File: src/rtl/mem_port_arbiter_pkg.sv
`default_nettype none
// ============================================================================
// Module      : mem_port_arbiter_pkg
// Description : Shared types for the unified memory-port arbiter.
// Revision    : 1.0 - initial release
// ============================================================================
package mem_port_arbiter_pkg;

    typedef enum logic [1:0] {
        SIZE_BYTE = 2'd0,
        SIZE_HALF = 2'd1,
        SIZE_WORD = 2'd2
    } data_size_e;

    typedef enum logic [2:0] {
        IDLE    = 3'd0,
        BUSY_IF = 3'd1,
        BUSY_DM = 3'd2,
        RESP_IF = 3'd3,
        RESP_DM = 3'd4
    } arb_state_e;

    typedef enum logic {
        OWNER_IF = 1'b0,
        OWNER_DM = 1'b1
    } arb_owner_e;

    localparam int c_STREAK_W = 4;

    function automatic arb_owner_e state_owner(arb_state_e s);
        return ((s == BUSY_DM) || (s == RESP_DM)) ? OWNER_DM : OWNER_IF;
    endfunction

endpackage
`default_nettype wire

File: src/rtl/mem_port_arbiter_watchdog.sv
`default_nettype none
// ============================================================================
// Module      : mem_arb_watchdog
// Description : BUSY-state watchdog; expires on the TIMEOUT_CYCLES-th counted
//               cycle. Only built when MEM_ARB_TIMEOUT_EN is defined.
// Revision    : 1.0 - initial release
// ============================================================================
`ifdef MEM_ARB_TIMEOUT_EN
module mem_arb_watchdog #(
    parameter int TIMEOUT_CYCLES = 64
) (
    input  logic clk,
    input  logic rst,
    input  logic i_count,
    input  logic i_clear,
    output logic o_expire
);
    localparam int                 c_CNT_W = $clog2(TIMEOUT_CYCLES + 1);
    localparam logic [c_CNT_W-1:0] c_LAST  = c_CNT_W'(TIMEOUT_CYCLES - 1);

    logic [c_CNT_W-1:0] r_cnt_q;
    logic [c_CNT_W-1:0] w_cnt_d;

    always_comb begin
        w_cnt_d = r_cnt_q;
        if (i_clear) begin
            w_cnt_d = '0;
        end else if (i_count && (r_cnt_q != c_LAST)) begin
            w_cnt_d = r_cnt_q + 1'b1;
        end
    end

    always_ff @(posedge clk) begin
        if (rst) begin
            r_cnt_q <= '0;
        end else begin
            r_cnt_q <= w_cnt_d;
        end
    end

    assign o_expire = i_count && (r_cnt_q == c_LAST);

endmodule
`endif
`default_nettype wire

File: src/rtl/mem_port_arbiter.sv
`default_nettype none
// ============================================================================
// Module      : mem_port_arbiter
// Description : Shares one memory port between fetch and data stage; data wins
//               unless its grant streak reaches MAX_DATA_STREAK. Optional
//               watchdog and err_o enabled by MEM_ARB_TIMEOUT_EN.
// Revision    : 1.0 - initial release
// ============================================================================
module mem_port_arbiter
    import mem_port_arbiter_pkg::*;
#(
    parameter int MAX_DATA_STREAK = 4,
    parameter int TIMEOUT_CYCLES  = 64
) (
    input  logic        clk,
    input  logic        rst,
    input  logic        if_req_i,
    input  logic [31:0] if_addr_i,
    output logic        if_ready_o,
    output logic [31:0] if_rdata_o,
    input  logic        dm_req_i,
    input  logic        dm_we_i,
    input  data_size_e  dm_size_i,
    input  logic [31:0] dm_addr_i,
    input  logic [31:0] dm_wdata_i,
    output logic        dm_ready_o,
    output logic [31:0] dm_rdata_o,
    output logic        mem_req_o,
    output logic        mem_we_o,
    output data_size_e  mem_size_o,
    output logic [31:0] mem_addr_o,
    output logic [31:0] mem_wdata_o,
    input  logic        mem_ready_i,
    input  logic [31:0] mem_rdata_i
`ifdef MEM_ARB_TIMEOUT_EN
    ,
    output logic        err_o
`endif
);
    localparam logic [c_STREAK_W-1:0] c_STREAK_MAX = c_STREAK_W'(MAX_DATA_STREAK);

    // Marker block: elaborates only for out-of-range parameter values.
    if ((MAX_DATA_STREAK < 1) || (MAX_DATA_STREAK > 15) || (TIMEOUT_CYCLES < 1)) begin : g_bad_params
    end

    arb_state_e            r_state_q,     w_state_d;
    logic [c_STREAK_W-1:0] r_streak_q,    w_streak_d;
    logic                  r_mem_req_q,   w_mem_req_d;
    logic                  r_mem_we_q,    w_mem_we_d;
    data_size_e            r_mem_size_q,  w_mem_size_d;
    logic [31:0]           r_mem_addr_q,  w_mem_addr_d;
    logic [31:0]           r_mem_wdata_q, w_mem_wdata_d;
    logic                  r_if_ready_q,  w_if_ready_d;
    logic                  r_dm_ready_q,  w_dm_ready_d;
    logic [31:0]           r_if_rdata_q,  w_if_rdata_d;
    logic [31:0]           r_dm_rdata_q,  w_dm_rdata_d;

    logic        w_busy;
    logic        w_grant_dm;
    logic        w_timeout;
    logic        w_done;
    logic [31:0] w_rdata;

    assign w_busy     = (r_state_q == BUSY_IF) || (r_state_q == BUSY_DM);
    assign w_grant_dm = dm_req_i && !(if_req_i && (r_streak_q == c_STREAK_MAX));

`ifdef MEM_ARB_TIMEOUT_EN
    logic r_err_q, w_err_d;

    mem_arb_watchdog #(
        .TIMEOUT_CYCLES (TIMEOUT_CYCLES)
    ) u_watchdog (
        .clk      (clk),
        .rst      (rst),
        .i_count  (w_busy),
        .i_clear  (!w_busy),
        .o_expire (w_timeout)
    );

    assign err_o = r_err_q;
`else
    assign w_timeout = 1'b0;
`endif

    always_comb begin
        w_state_d     = r_state_q;
        w_streak_d    = r_streak_q;
        w_mem_req_d   = r_mem_req_q;
        w_mem_we_d    = r_mem_we_q;
        w_mem_size_d  = r_mem_size_q;
        w_mem_addr_d  = r_mem_addr_q;
        w_mem_wdata_d = r_mem_wdata_q;
        w_if_ready_d  = 1'b0;
        w_dm_ready_d  = 1'b0;
        w_if_rdata_d  = r_if_rdata_q;
        w_dm_rdata_d  = r_dm_rdata_q;
        w_done        = 1'b0;
        w_rdata       = 32'h0;
`ifdef MEM_ARB_TIMEOUT_EN
        w_err_d       = r_err_q;
`endif
        case (r_state_q)
            IDLE: begin
                if (w_grant_dm) begin
                    w_state_d     = BUSY_DM;
                    w_mem_req_d   = 1'b1;
                    w_mem_we_d    = dm_we_i;
                    w_mem_size_d  = dm_size_i;
                    w_mem_addr_d  = dm_addr_i;
                    w_mem_wdata_d = dm_wdata_i;
                    // Streak only grows while fetch is actually being held off.
                    if (!if_req_i) begin
                        w_streak_d = '0;
                    end else if (r_streak_q != c_STREAK_MAX) begin
                        w_streak_d = r_streak_q + 1'b1;
                    end
                end else if (if_req_i) begin
                    w_state_d     = BUSY_IF;
                    w_mem_req_d   = 1'b1;
                    w_mem_we_d    = 1'b0;
                    w_mem_size_d  = SIZE_WORD;
                    w_mem_addr_d  = if_addr_i;
                    w_mem_wdata_d = 32'h0;
                    w_streak_d    = '0;
                end
            end
            BUSY_IF, BUSY_DM: begin
                if (mem_ready_i) begin
                    w_done  = 1'b1;
                    w_rdata = mem_rdata_i;
                end else if (w_timeout) begin
                    w_done  = 1'b1;
`ifdef MEM_ARB_TIMEOUT_EN
                    w_err_d = 1'b1;
`endif
                end
                if (w_done) begin
                    w_mem_req_d = 1'b0;
                    w_mem_we_d  = 1'b0;
                    if (state_owner(r_state_q) == OWNER_IF) begin
                        w_state_d    = RESP_IF;
                        w_if_ready_d = 1'b1;
                        w_if_rdata_d = w_rdata;
                    end else begin
                        w_state_d    = RESP_DM;
                        w_dm_ready_d = 1'b1;
                        w_dm_rdata_d = w_rdata;
                    end
                end
            end
            RESP_IF, RESP_DM: begin
                w_state_d = IDLE;
            end
            default: begin
                w_state_d = IDLE;
            end
        endcase
    end

    always_ff @(posedge clk) begin
        if (rst) begin
            r_state_q     <= IDLE;
            r_streak_q    <= '0;
            r_mem_req_q   <= 1'b0;
            r_mem_we_q    <= 1'b0;
            r_mem_size_q  <= SIZE_BYTE;
            r_mem_addr_q  <= 32'h0;
            r_mem_wdata_q <= 32'h0;
            r_if_ready_q  <= 1'b0;
            r_dm_ready_q  <= 1'b0;
            r_if_rdata_q  <= 32'h0;
            r_dm_rdata_q  <= 32'h0;
`ifdef MEM_ARB_TIMEOUT_EN
            r_err_q       <= 1'b0;
`endif
        end else begin
            r_state_q     <= w_state_d;
            r_streak_q    <= w_streak_d;
            r_mem_req_q   <= w_mem_req_d;
            r_mem_we_q    <= w_mem_we_d;
            r_mem_size_q  <= w_mem_size_d;
            r_mem_addr_q  <= w_mem_addr_d;
            r_mem_wdata_q <= w_mem_wdata_d;
            r_if_ready_q  <= w_if_ready_d;
            r_dm_ready_q  <= w_dm_ready_d;
            r_if_rdata_q  <= w_if_rdata_d;
            r_dm_rdata_q  <= w_dm_rdata_d;
`ifdef MEM_ARB_TIMEOUT_EN
            r_err_q       <= w_err_d;
`endif
        end
    end

    assign if_ready_o  = r_if_ready_q;
    assign if_rdata_o  = r_if_rdata_q;
    assign dm_ready_o  = r_dm_ready_q;
    assign dm_rdata_o  = r_dm_rdata_q;
    assign mem_req_o   = r_mem_req_q;
    assign mem_we_o    = r_mem_we_q;
    assign mem_size_o  = r_mem_size_q;
    assign mem_addr_o  = r_mem_addr_q;
    assign mem_wdata_o = r_mem_wdata_q;

endmodule
`default_nettype wire

File: config.mk
export PLATFORM = sky130hd
export DESIGN_NAME = mem_port_arbiter
export DESIGN_NICKNAME = d
export VERILOG_FILES = /design/src/rtl/mem_port_arbiter_pkg.sv /design/src/rtl/mem_port_arbiter_watchdog.sv /design/src/rtl/mem_port_arbiter.sv
export SDC_FILE = /design/constraint.sdc
export NUM_CORES = 1
export LEC_CHECK = 0
export BUFFER_PORTS_ARGS = -buffer_cell sky130_fd_sc_hd__clkbuf_2
export CORE_ASPECT_RATIO = 0.7
export CORE_UTILIZATION = 43
export CTS_BUF_LIST = sky130_fd_sc_hd__clkbuf_2 sky130_fd_sc_hd__clkbuf_4 sky130_fd_sc_hd__clkbuf_8
export DETAILED_ROUTE_END_ITERATION = 6
export GPL_TIMING_DRIVEN = 0
export PLACE_DENSITY_LB_ADDON = 0.25
export SYNTH_ARGS = -nofsm -noshare
export SYNTH_HDL_FRONTEND = slang
export SYNTH_HIERARCHICAL = 1
export SYNTH_SLANG_ARGS = --single-unit
File: constraint.sdc
create_clock -name clk -period 1.5 [get_ports clk]
set_input_delay 0.15 -clock clk [delete_from_list [all_inputs] [get_ports clk]]
set_output_delay 0.15 -clock clk [all_outputs]
set_load 0.01 [all_outputs]
==> flow_summary.toml <==
[power]
switchingPower_mw = 3.05
ir_worst_vdd_v = 0.000640
pwr-share-comb_pct = 24.7
power_frac_seq_pct = 44.3
power_density_mw_per_mm2 = 981
clkPwrFrac_pct = 31.0
leakagePower_nw = 4.10
internal_power_mw = 6.38
swShare_pct = 32.3

[route]
postRouteAntennaNets = 0
viasPerCell = 5.52
drt_iter0_drc = 497
avgRoutedWirePerCell_um = 17.7
drc = 0
wl_um = 23100
first_pass_iters = 4
vias = 7231

[sta]
min_period_over_period_pct = 108
max_freq_mhz = 618
hold_viol = 0
maxSlewViolCount = 0
setup_ws_ps = -118
tightest_slew_ps = 717
fin_skew_ps = 16.4
min_period_ps = 1620
setup_tns_ps = -596
setup_viol = 24
slew_headroom_pct = 52.2
rsz0062_at_grt = "yes"

[grt]
grt_use_met3_pct = 7.63
grt_pass1_vias = 6641
overflow = 0
met2_usage_pct = 49.5
grtUsageMet1_pct = 41.1
grt-busiest-layer = "met2"
antenna_found_initial = 0
grt_max_degree = 17
grt_pass1_wl_um = 33800
grt_use_total_pct = 31.2

[status]
status = "finished, violations left"
violations = "negative setup slack"

[synthesis]
synthesis.area_mm2 = 0.00573
synth_cells = 696
synth_area_leaders = "dfxtp_1 49%, a21oi_1 12%, nand2_1 8.6%"
synth_top_area_share_pct = 49.2
synth_most_common_cell = "dfxtp_1"
synth_edf_count = 0
synth_nets = 834
synth.distinct_cells = 42
synth_warnings = 6
yosys_register_bits = 141
async_flop_share_pct = 0
synth_commonest_cells = "141 x dfxtp_1, 135 x a21oi_1, 131 x nand2_1, 48 x o21ai_1, 38 x clkbuf_1"
ys_seq_area_share_pct = 49.2
synth_ff_type = "dfxtp_1"
syn_area_per_cell_um2 = 8.24
yosys.area.top_type = "dfxtp_1"

[hold_path]
holdPathStages = 3
hp-class = "in -> reg"

[final_layout]
antenna_cells = 0
area_growth_pct = 67.6
fin_area_mm2 = 0.00961
drive_above_1_share_pct = 37.0
post-route-util_pct = 75.5
nets = 1272

[place]
place.port_buffers = 267
pre_cts_slack_ps = -340
place_area_mm2 = 0.00727
routabilityCongestion = 0.839
dp_hpwl_um = 14000

[run]
cap_violations = 0

[critical_path]
endpoint_kind = "flop"
worstPathMaxFanout = 8
critical_path_class = "reg -> reg"
start_kind = "flop"
arrival_ps = 1970
worstPathRequired_ps = 1850
reg2reg_depth = 6

[floorplanning]
coreArea_mm2 = 0.0127
initial_core_util_pct = 45.1
die_h_um = 98.6
dieArea_mm2 = 0.0138
placementRows = 34
die_x_um = 140
io_pins = 270

[clocking]
h-tree-depth = 4
cts-buffers-inserted = 17
clkLatencyLatePin_ps = 450
cts_tree = "built"
path_clk_slew_ps = 90
cts_root_buf = "clkbuf_8"
numClockSinks = 141
cts_max_path_buffers = 2
cells in the final DEF (no fill, tap or decap), types with 4 or more instances in the layout:
master,netlist,layout
o21ai_0,19,11
nand3_1,33,33
clkbuf_16,0,5
dlygate4sd3_1,0,130
a311oi_1,32,25
clkinv_4,0,4
buf_6,7,20
o21ai_2,1,26
clkbuf_8,0,18
a21oi_1,135,132
o21ai_1,48,30
dfxtp_1,141,137
clkbuf_2,0,273
a311oi_2,0,7
buf_8,0,9
inv_6,0,4
nand4_1,35,35
buf_2,23,13
buf_4,8,18
clkbuf_1,38,24
nand2_1,131,131
nor2_1,5,5
metrics by stage:
step | total power, mW | hold WS (ps) | instances
6_report | 9.42 | 34.0 | 1309
5_1_grt | 9.77 | 28.8 | 1309
4_1_cts | 9.08 | 21.4 | 1297
3_5_place_dp | 5.89 | 392 | 1125
3_3_place_gp | 5.88 | 390 | 1125
2_1_floorplan | 5.17 | 286 | 696
path summary, 6_finish.rpt:
kind | endpoint | slack, ps | start
max reg2reg | mem_addr_o[8] | -120 | r_streak_q[0]
min | mem_size_o[1] | 30 | dm_size_i[1]
min reg2reg | if_rdata_o[0] | 460 | if_rdata_o[0]
max | mem_addr_o[8] | -120 | r_streak_q[0]
sequential cells by signal (all words and copies together), names as in the netlist:
| signal | count |
|---|---|
| dm_ready_o | 1 |
| r_streak_q | 4 |
| if_rdata_o | 32 |
| if_ready_o | 1 |
| mem_addr_o | 32 |
| dm_rdata_o | 32 |
| mem_we_o | 1 |
| mem_wdata_o | 32 |
| r_state_q | 3 |
| mem_size_o | 2 |
| mem_req_o | 1 |
cells by family (layout without fill, tap and decap cells):
| group | Yosys count | in the layout | share of synthesized area [%] |
|---|---|---|---|
| flops | 141 | 141 | 49.2 |
| fa+ha+maj | 2 | 2 | 0.436 |
| xor+xnor | 1 | 1 | 0.153 |
| simple gates | 226 | 226 | 18.9 |
| compound gates | 244 | 244 | 23.9 |
| buf+inv | 82 | 533 | 7.31 |
worst max-delay path, cell delays in order (launching register included):
cell      delay, ps
dfxtp_4         360
inv_4            60
ha_4            130
and4b_4         370
buf_4           180
o21ai_1         100
a311oi_2        310
area by class of cell:
class	instances	area (µm²)
Buffer	76	586
Clock buffer	18	248
Clock inverter	14	126
Fill cell	918	3110
Inverter	4	17.5
Multi-Input combinational cell	473	2670
Sequential cell	141	2830
Tap cell	162	203
Timing Repair Buffer	421	2930
power by group through the flow:
| stage | clock network [mW] | logic (mW) | registers (mW) |
|---|---|---|---|
| finish | 2.92 | 2.33 | 4.17 |
| global route | 3.09 | 2.48 | 4.20 |
| CTS | 2.94 | 1.98 | 4.15 |
| detailed placement | 0 | 1.66 | 4.23 |
| global placement | 0 | 1.66 | 4.23 |
| floorplan | 0 | 0.833 | 4.34 |
what timing repair did:
| item | in CTS | in global routing |
|---|---|---|
| hold buffers | 130 | 0 |
| pin swaps | 6 | 36 |
| setup endpoints to repair | 106 | 101 |
| gates resized for setup | 50 | 95 |
| cloned | 4 | 5 |
| setup buffers | 7 | 8 |
| endpoints found under the hold margin | 130 | 0 |
routing by layer:
metal,vias to the layer above,routed length (µm)
li1,3384,-
met1,3368,10100
met2,393,10500
met3,86,1790
met4,0,804
met5,-,0
Power figures use the tool's default switching activity.
